**src/rtl/int_ctrl_pkg.sv**
```systemverilog
// Shared definitions for the interrupt controller: source count, FSM
// encoding, register word offsets and command codes.
package int_ctrl_pkg;

    localparam int NSRC = 6;

    typedef enum logic [1:0] {
        IDLE = 2'd0,
        REQ  = 2'd1,
        SERV = 2'd2
    } state_t;

    // Word offsets within the device window (PrAddr[3:2])
    localparam logic [1:0] PEND = 2'd0;
    localparam logic [1:0] MASK = 2'd1;
    localparam logic [1:0] CMD  = 2'd2;
    localparam logic [1:0] CTRL = 2'd3;

    // Command codes written to CMD[1:0]
    localparam logic [1:0] CMD_ACK = 2'b01;
    localparam logic [1:0] CMD_EOI = 2'b10;

    // One-hot vector with only bit idx set
    function automatic logic [NSRC-1:0] onehot(input logic [2:0] idx);
        return NSRC'(1) << idx;
    endfunction

endpackage

```
**src/rtl/int_ctrl_if.sv**
```systemverilog
// Bridge-side register bus of the interrupt controller. The bridge drives
// write enable, word address and write data; the controller returns read data.
interface int_ctrl_if;
    logic        we;
    logic [1:0]  addr;
    logic [31:0] wd;
    logic [31:0] rd;

    modport master (output we, output addr, output wd, input rd);
    modport slave  (input we, input addr, input wd, output rd);
endinterface

```
**src/rtl/int_ctrl_prio_enc6.sv**
```systemverilog
// Six-input priority encoder: the lowest set index wins.
module prio_enc6
    import int_ctrl_pkg::*;
(
    input  logic [NSRC-1:0] req_i,
    output logic [2:0]      idx_o,
    output logic            vld_o
);

    // Scan from the top down so the lowest set bit overwrites last
    always_comb begin
        idx_o = '0;
        vld_o = 1'b0;
        for (int i = NSRC - 1; i >= 0; i--) begin
            if (req_i[i]) begin
                idx_o = 3'(i);
                vld_o = 1'b1;
            end
        end
    end

endmodule

```
**src/rtl/int_ctrl.sv**
```systemverilog
// Programmable interrupt controller in front of CP0 HWInt. Latches, masks and
// prioritises six sources and presents one request at a time; the CPU claims
// it with ACK and retires it with EOI. Register reads have no side effects.
module int_ctrl
    import int_ctrl_pkg::*;
(
    input  logic            clk,
    input  logic            reset,
    input  logic [NSRC-1:0] src,
    int_ctrl_if.slave       bus,
    output logic [NSRC-1:0] hwint,
    output logic            irq
);

    logic [NSRC-1:0] pend_q, pend_d;
    logic [NSRC-1:0] prev_q;
    logic [NSRC-1:0] mask_q, mode_q;
    logic            en_q;
    logic [2:0]      vec_q, vec_d;
    state_t          state_q, state_d;

    logic            wr_pend, wr_mask, wr_cmd, wr_ctrl;
    logic            cmd_ack, cmd_eoi;
    logic [NSRC-1:0] elig;
    logic [NSRC-1:0] edge_set;
    logic [NSRC-1:0] w1c;
    logic [NSRC-1:0] ack_clr;
    logic [2:0]      enc_idx;
    logic            enc_vld;
    logic            unused_wd;

    assign wr_pend = bus.we && (bus.addr == PEND);
    assign wr_mask = bus.we && (bus.addr == MASK);
    assign wr_cmd  = bus.we && (bus.addr == CMD);
    assign wr_ctrl = bus.we && (bus.addr == CTRL);

    assign cmd_ack = wr_cmd && (bus.wd[1:0] == CMD_ACK);
    assign cmd_eoi = wr_cmd && (bus.wd[1:0] == CMD_EOI);

    // Write-data bits with no register behind them
    assign unused_wd = ^{bus.wd[31:14], bus.wd[7:6]};

    assign elig     = en_q ? (pend_q & mask_q) : '0;
    assign edge_set = src & ~prev_q;
    assign w1c      = wr_pend ? bus.wd[NSRC-1:0] : '0;
    // An ACK only retires the claimed source, and only while it is in REQ
    assign ack_clr  = (cmd_ack && (state_q == REQ)) ? onehot(vec_q) : '0;

    // Edge bits: hold, clear by W1C/ACK, and a fresh edge overrides any clear.
    // Level bits simply follow the source one cycle late.
    assign pend_d = (mode_q & ((pend_q & ~(w1c | ack_clr)) | edge_set))
                  | (~mode_q & src);

    prio_enc6 u_prio (
        .req_i (elig),
        .idx_o (enc_idx),
        .vld_o (enc_vld)
    );

    // Pending bits and the edge-detect history
    always_ff @(posedge clk) begin
        if (reset) begin
            pend_q <= '0;
            prev_q <= '0;
        end else begin
            pend_q <= pend_d;
            prev_q <= src;
        end
    end

    // Software-programmed configuration: mask, mode and global enable
    always_ff @(posedge clk) begin
        if (reset) begin
            mask_q <= '0;
            mode_q <= '0;
            en_q   <= 1'b0;
        end else begin
            if (wr_mask) begin
                mask_q <= bus.wd[5:0];
                mode_q <= bus.wd[13:8];
            end
            if (wr_ctrl) begin
                en_q <= bus.wd[0];
            end
        end
    end

    // FSM state and latched vector
    always_ff @(posedge clk) begin
        if (reset) begin
            state_q <= IDLE;
            vec_q   <= '0;
        end else begin
            state_q <= state_d;
            vec_q   <= vec_d;
        end
    end

    // Next-state logic; vec is frozen once a request is presented, and an
    // ACK takes precedence over a simultaneous withdrawal
    always_comb begin
        state_d = state_q;
        vec_d   = vec_q;
        case (state_q)
            IDLE: begin
                if (enc_vld) begin
                    vec_d   = enc_idx;
                    state_d = REQ;
                end
            end
            REQ: begin
                if (cmd_ack) begin
                    state_d = SERV;
                end else if (!elig[vec_q]) begin
                    state_d = IDLE;
                end
            end
            SERV: begin
                if (cmd_eoi) begin
                    state_d = IDLE;
                end
            end
            default: state_d = IDLE;
        endcase
    end

    assign hwint = (state_q == REQ) ? onehot(vec_q) : '0;
    assign irq   = |hwint;

    // Side-effect-free register read mux
    always_comb begin
        bus.rd = '0;
        case (bus.addr)
            PEND:    bus.rd = {26'b0, pend_q};
            MASK:    bus.rd = {18'b0, mode_q, 2'b0, mask_q};
            CMD:     bus.rd = {irq, (state_q == SERV), 27'b0, vec_q};
            CTRL:    bus.rd = {31'b0, en_q};
            default: bus.rd = '0;
        endcase
    end

endmodule

```
**src/flat_wrapper.sv**
```systemverilog
// flat-port wrapper written by rule: the top's interface ports become plain ports
module int_ctrl_flat import int_ctrl_pkg::*;
  (clk, reset, src, hwint, irq, bus_we, bus_addr, bus_wd, bus_rd);
  int_ctrl_if bus_i ();
  input  logic clk;
  input  logic reset;
  input  logic [NSRC-1:0] src;
  output logic [NSRC-1:0] hwint;
  output logic irq;
  input wire logic [$bits(bus_i.we)-1:0] bus_we;
  input wire logic [$bits(bus_i.addr)-1:0] bus_addr;
  input wire logic [$bits(bus_i.wd)-1:0] bus_wd;
  output wire logic [$bits(bus_i.rd)-1:0] bus_rd;
  assign bus_i.we = bus_we;
  assign bus_i.addr = bus_addr;
  assign bus_i.wd = bus_wd;
  assign bus_rd = bus_i.rd;
  int_ctrl u_core (.clk(clk), .reset(reset), .src(src), .bus(bus_i), .hwint(hwint), .irq(irq));
endmodule
```
**config.mk**
```make
export PLATFORM = sky130hd
export DESIGN_NAME = int_ctrl_flat
export DESIGN_NICKNAME = d
export VERILOG_FILES = /design/src/rtl/int_ctrl_pkg.sv /design/src/rtl/int_ctrl_if.sv /design/src/rtl/int_ctrl_prio_enc6.sv /design/src/rtl/int_ctrl.sv /design/src/flat_wrapper.sv
export SDC_FILE = /design/constraint.sdc
export NUM_CORES = 1
export LEC_CHECK = 0
export ABC_AREA = 1
export CAP_MARGIN = 25
export CORE_UTILIZATION = 41
export CTS_CLUSTER_DIAMETER = 30
export DETAILED_ROUTE_END_ITERATION = 10
export PLACE_DENSITY = 0.88
export SLEW_MARGIN = 20
export SYNTH_ARGS = -nofsm -noshare
export SYNTH_HDL_FRONTEND = slang
export SYNTH_SLANG_ARGS = --single-unit
```
**constraint.sdc**
```tcl
create_clock -name clk -period 1.4 [get_ports clk]
set_input_delay 0.28 -clock clk [delete_from_list [all_inputs] [get_ports clk]]
set_output_delay 0.28 -clock clk [all_outputs]
set_load 0.005 [all_outputs]
```
# Word-level counts from Yosys, hierarchy flattened
# Cells that the tools add are included.
[totals] reg_bits=30 inputBits=43 out_inout_bits=39
[classes] magnitude_cmp=1 eq_ne=10 n_shift=1 n_mux=24 n_bitwise=11 n_reduce_logical=12
[op_table] operator="32-bit one-hot mux with 4 select lines" n=1
[op_table] operator="6-bit bitwise AND" n=5
[op_table] operator="6-bit 2-to-1 mux" n=4
[op_table] operator="3-bit 2-to-1 mux" n=6
[op_table] operator="6-bit NOT" n=3
[op_table] operator="6-bit bitwise OR" n=3
[op_table] operator="2-bit == test (second input constant)" n=4
[op_table] operator="2-bit 2-to-1 mux" n=4
[op_table] operator="1-bit logical AND" n=7
[op_table] operator="1-bit 2-to-1 mux" n=7
[op_table] operator="2-bit by 1-bit == test with 1-bit output (second input constant)" n=3
[op_table] operator="2-bit one-hot mux with 3 select lines" n=1
[op_table] operator="6-bit OR reduction" n=1
[op_table] operator="1-bit by 3-bit left shift with 6-bit output (first input constant)" n=1
[op_table] operator="2-bit zero test" n=2
[op_table] operator="3-bit by 4-bit less-than comparator with 1-bit output (second input constant)" n=1
[op_table] operator="2-bit by 1-bit != test with 1-bit output (second input constant)" n=2
[op_table] operator="1-bit binary-select mux with 3-bit select" n=1
[op_table] operator="3-bit by 2-bit != test with 1-bit output (second input constant)" n=1
[op_table] operator="3-bit AND reduction" n=1
[op_table] operator="2-bit AND reduction" n=1

# Longest topological paths before layout
[logic_depth] depth_word=11 depth_mapped=9 depth_no_buf=8

# Hierarchy
# From an unflattened synthesis, not the netlist that was laid out.
[hier_totals] hier_cells=255 area_unflattened_um2=1706.6
[by_module_without_submodules] module="int_ctrl" instances=1 cells_each=240 area_per_inst_um2=1634.1 seq_area_each_um2=600.6
[by_module_without_submodules] module="prio_enc6" instances=1 cells_each=15 area_per_inst_um2=72.6 seq_area_each_um2=0.0

# Worst setup path before layout
# OpenSTA, ideal clock, no wires.
[synth_timing] path_kind="input to output" start="input port bus_addr[0]" end="output port bus_rd[3]" arrival_ns=0.852 required_time_ns=1.120 path_slack_ns=0.268 path_stages=5 cell_sequence="inv_2 -> nor2_2 -> inv_1 -> buf_2 -> o21ai_0"
[synth_via] elab_chain_len=2 word_cells_on_any_way=5 classes_between="eq/ne: 3; mux: 1; reduce/logical: 1"
[synth_rtl] element="from (decl)" line_no="flat_wrapper.sv:11" text="input wire logic [$bits(bus_i.addr)-1:0] bus_addr;"
[synth_rtl] element="2-bit == test (tied with other cells)" line_no="int_ctrl.sv:133" text="case (bus.addr)"
[synth_rtl] element="32-bit one-hot mux with 4 select lines (*)" line_no="int_ctrl.sv:133"
[synth_rtl] element="to (decl)" line_no="flat_wrapper.sv:13" text="output wire logic [$bits(bus_i.rd)-1:0] bus_rd;"
# Every way passes the cells marked *; elsewhere a longest branch is shown, timed or not. The select of a mux whose other input is x is not followed.

# Final worst setup path
[layout_timing] start="register u_core.state_q[0]" end="output port hwint[2]"
[layout_via] elab_chain_len=2
[layout_rtl] element="from (decl)" line_no="int_ctrl.sv:20" text="state_t state_q, state_d;"
[layout_rtl] element="from (signal assigned)" line_no="int_ctrl.sv:94" text="state_q <= state_d;"
[layout_rtl] element="2-bit by 1-bit == test with 1-bit output" line_no="int_ctrl.sv:127" text="assign hwint = (state_q == REQ) ? onehot(vec_q) : '0;"
[layout_rtl] element="6-bit 2-to-1 mux" line_no="int_ctrl.sv:127"
[layout_rtl] element="to (decl)" line_no="flat_wrapper.sv:8" text="output logic [NSRC-1:0] hwint;"
# No other way between the ends.

==> results_dict.tcl <==
set metrics [dict create \
    grt_pass1_wl_um 7921 \
    drtAntennaViolNets 0 \
    yosysWarningCount 0 \
    drt_pass1_iterations 4 \
    syn2layout_area_growth_pct 52.03 \
    core_mm2 0.004058 \
    hpwl_um 3401 \
    min_path_type "in -> reg" \
    path_cells "inv_2 -> nor2_4 -> buf_6 -> nand2_8 -> nor3_4 -> buf_2" \
    antenna_found_initial 0 \
    ctsHoldBuffers 0 \
    grt_pass1_vias 1846 \
    synth_top_cell_area_share_pct 34.16 \
    start_kind "register" \
    cp_max_fo 3 \
    numCtsBuffers 5 \
    nFillCells 362 \
    syn_area_mm2 0.001758 \
    yosysUniqueCellTypes 29 \
    dp_cells 381 \
    finalCriticalPeriod_ns 1.532 \
    vias 1933 \
    final_cell_count_no_fill 404 \
    clkTransAtPathRegs_ns 0.07 \
    max_stage_delay_ns 0.34 \
    synth_area_leaders "dfxtp_1 (34%), nand2_1 (13%), buf_4 (8.1%), inv_1 (6.4%), a21oi_1 (4.8%)" \
    nNetsFinal 396 \
    status "finished, violations left" \
    final_common_cell "nand2_1" \
    synth-edff-count 0 \
    synthCells 260 \
    root_buffer "clkbuf_8" \
    synth_seq_cells 30 \
    drc 0 \
    die-area_mm2 0.004554 \
    htree_levels 2 \
    critPathSlowestCell "dfxtp_2" \
    cp.required_ns 1.12 \
    crit_path_end_kind "primary output" \
    cts_sinks 30 \
    skew_ns 0.007001 \
    io_buffers 43 \
    drt-total-wl_um 4967 \
    drtIter0Drc 89 \
    async_flop_share_pct 0 \
    start_util_pct 43.32 \
    die_h_um 67.48 \
    layout_setup_ws_ns -0.1324 \
    mostFrequentLayoutCells "nand2_1 (61), buf_4 (44), inv_1 (27)" \
    setup-violations-final 9 \
    arrival_ns 1.25 \
    fin_crit_sh_pct 109.5 \
    drv_cap 0 \
    ys_seq_area_share_pct 34.16 \
    slew_violations 0 \
    yosys.area.top_type "dfxtp_1" \
    cts_tree "yes" \
    grt_setup_unrepaired "yes" \
    drive_gt1_share_pct 37.29 \
    hold_violations 0 \
    peakVddDrop_mv 0.6714 \
    max_freq_ghz 0.6526 \
    failed_checks "setup timing" \
    critPathKind "reg -> out" \
    synth_flop_cell "dfxtp_1" \
    die_w_um 67.48 \
    grt_max_degree 24 \
    clockBufferDepth 2 \
    via_per_inst 4.785 \
    power.leakage_uw 0.001269 \
    avgSynthCellArea_um2 6.761 \
    rows 23 \
    grt.total_usage_pct 23.98 \
    power_uw 1944 \
    place.gp.congestion 0.8891 \
    num_antenna_cells 0 \
    pin_count 82 \
    wl_per_cell_um 12.29 \
    insertion_delay_ns 0.29 \
    p_per_area_mw_per_mm2 727.5 \
    globalRouteOverflowTotal 0 \
]
## critical path: cells and delay by family (launching register included)
kind                   cells  cell delay [ns]
DFF                        1             0.34
buffers and inverters      3             0.31
and+or+nand+nor            3             0.31
## synth_stat cells (4+ instances only)
cell / instances
nand3_2: 5
a21oi_1: 17
nand2_2: 4
nor2_1: 21
inv_2: 8
nor2_2: 7
dfxtp_1: 30
o21ai_0: 6
nand2_1: 63
buf_2: 5
inv_1: 30
nand3_1: 9
nand4_1: 4
o21ai_1: 13
buf_4: 19
## layout make-up
class / instances / area (µm²) / area share (%)
repair buffers: 94 / 759.5 / 28.42
clock buffers: 5 / 68.82 / 2.575
multi-input cells: 183 / 994.7 / 37.22
inverters: 39 / 153.9 / 5.758
clock inverters: 3 / 21.27 / 0.7959
well taps: 50 / 62.56 / 2.341
flip-flops and latches: 30 / 611.8 / 22.89
## per-layer routing
metal / global-route usage [%] / part of all wire [%]
met5: 0 / 0
met4: 13.30 / 2.8
met3: 6.081 / 5.2
met2: 41.34 / 50
met1: 26.57 / 42
## path summary, 6_finish.rpt
check	from	end	slack, ns	cells past startpoint
worst max-delay path	u_core.state_q[0]	hwint[2]	-0.13	6
worst min-delay path	bus_addr[1]	u_core.en_q	0.38	3
worst max register to register	u_core.state_q[0]	u_core.pend_q[4]	0.04	11
worst min register to register	u_core.prev_q[3]	u_core.pend_q[3]	0.47	3
## registers in the layout, summed over array words and instances (netlist names)
name / cells
u_core.mask_q: 6
u_core.mode_q: 6
u_core.pend_q: 6
u_core.prev_q: 6
u_core.vec_q: 3
u_core.state_q: 2
u_core.en_q: 1
## where the power goes
| group | switching [µW] | total (µW) | internal, µW |
|---|---|---|---|
| Clock | 356 | 704 | 348 |
| Combinational | 164 | 325 | 160 |
| Sequential | 24.3 | 916 | 891 |
| Total | 544 | 1940 | 1400 |
## repair_timing
item / CTS / global route
gates resized for setup: 103 / 21
buffers inserted: 12 / 3
pin swaps: 5 / 4
setup endpoints to repair: 22 / 21
## kinds of logic (layout without fill, tap and decap cells)
group           count (synthesis)  after routing  share of synthesized area, %
compound gates                 45             45                         14.45
buf+inv                        64            141                         18.51
flops                          30             30                         34.16
other cells                     1             18                        0.2133
simple gates                  120            120                         32.67
## through the flow
step / instance area [µm²] / worst slack, ns / TNS [ns] / util (%) / hold WS [ns]
floorplan: 1822 / 0.2680 / 0 / - / 0.3985
global placement: 2431 / -0.8092 / -15.01 / 59.91 / 0.4483
detailed placement: 2431 / -0.8378 / -16.02 / 59.91 / 0.4566
CTS: 2634 / -0.1508 / -0.6925 / 64.91 / 0.3629
global route: 2673 / -0.1840 / -1.087 / 65.86 / 0.4106
finish: 2673 / -0.1324 / -0.5476 / 65.86 / 0.3784
(Power assumes the default switching activity.)
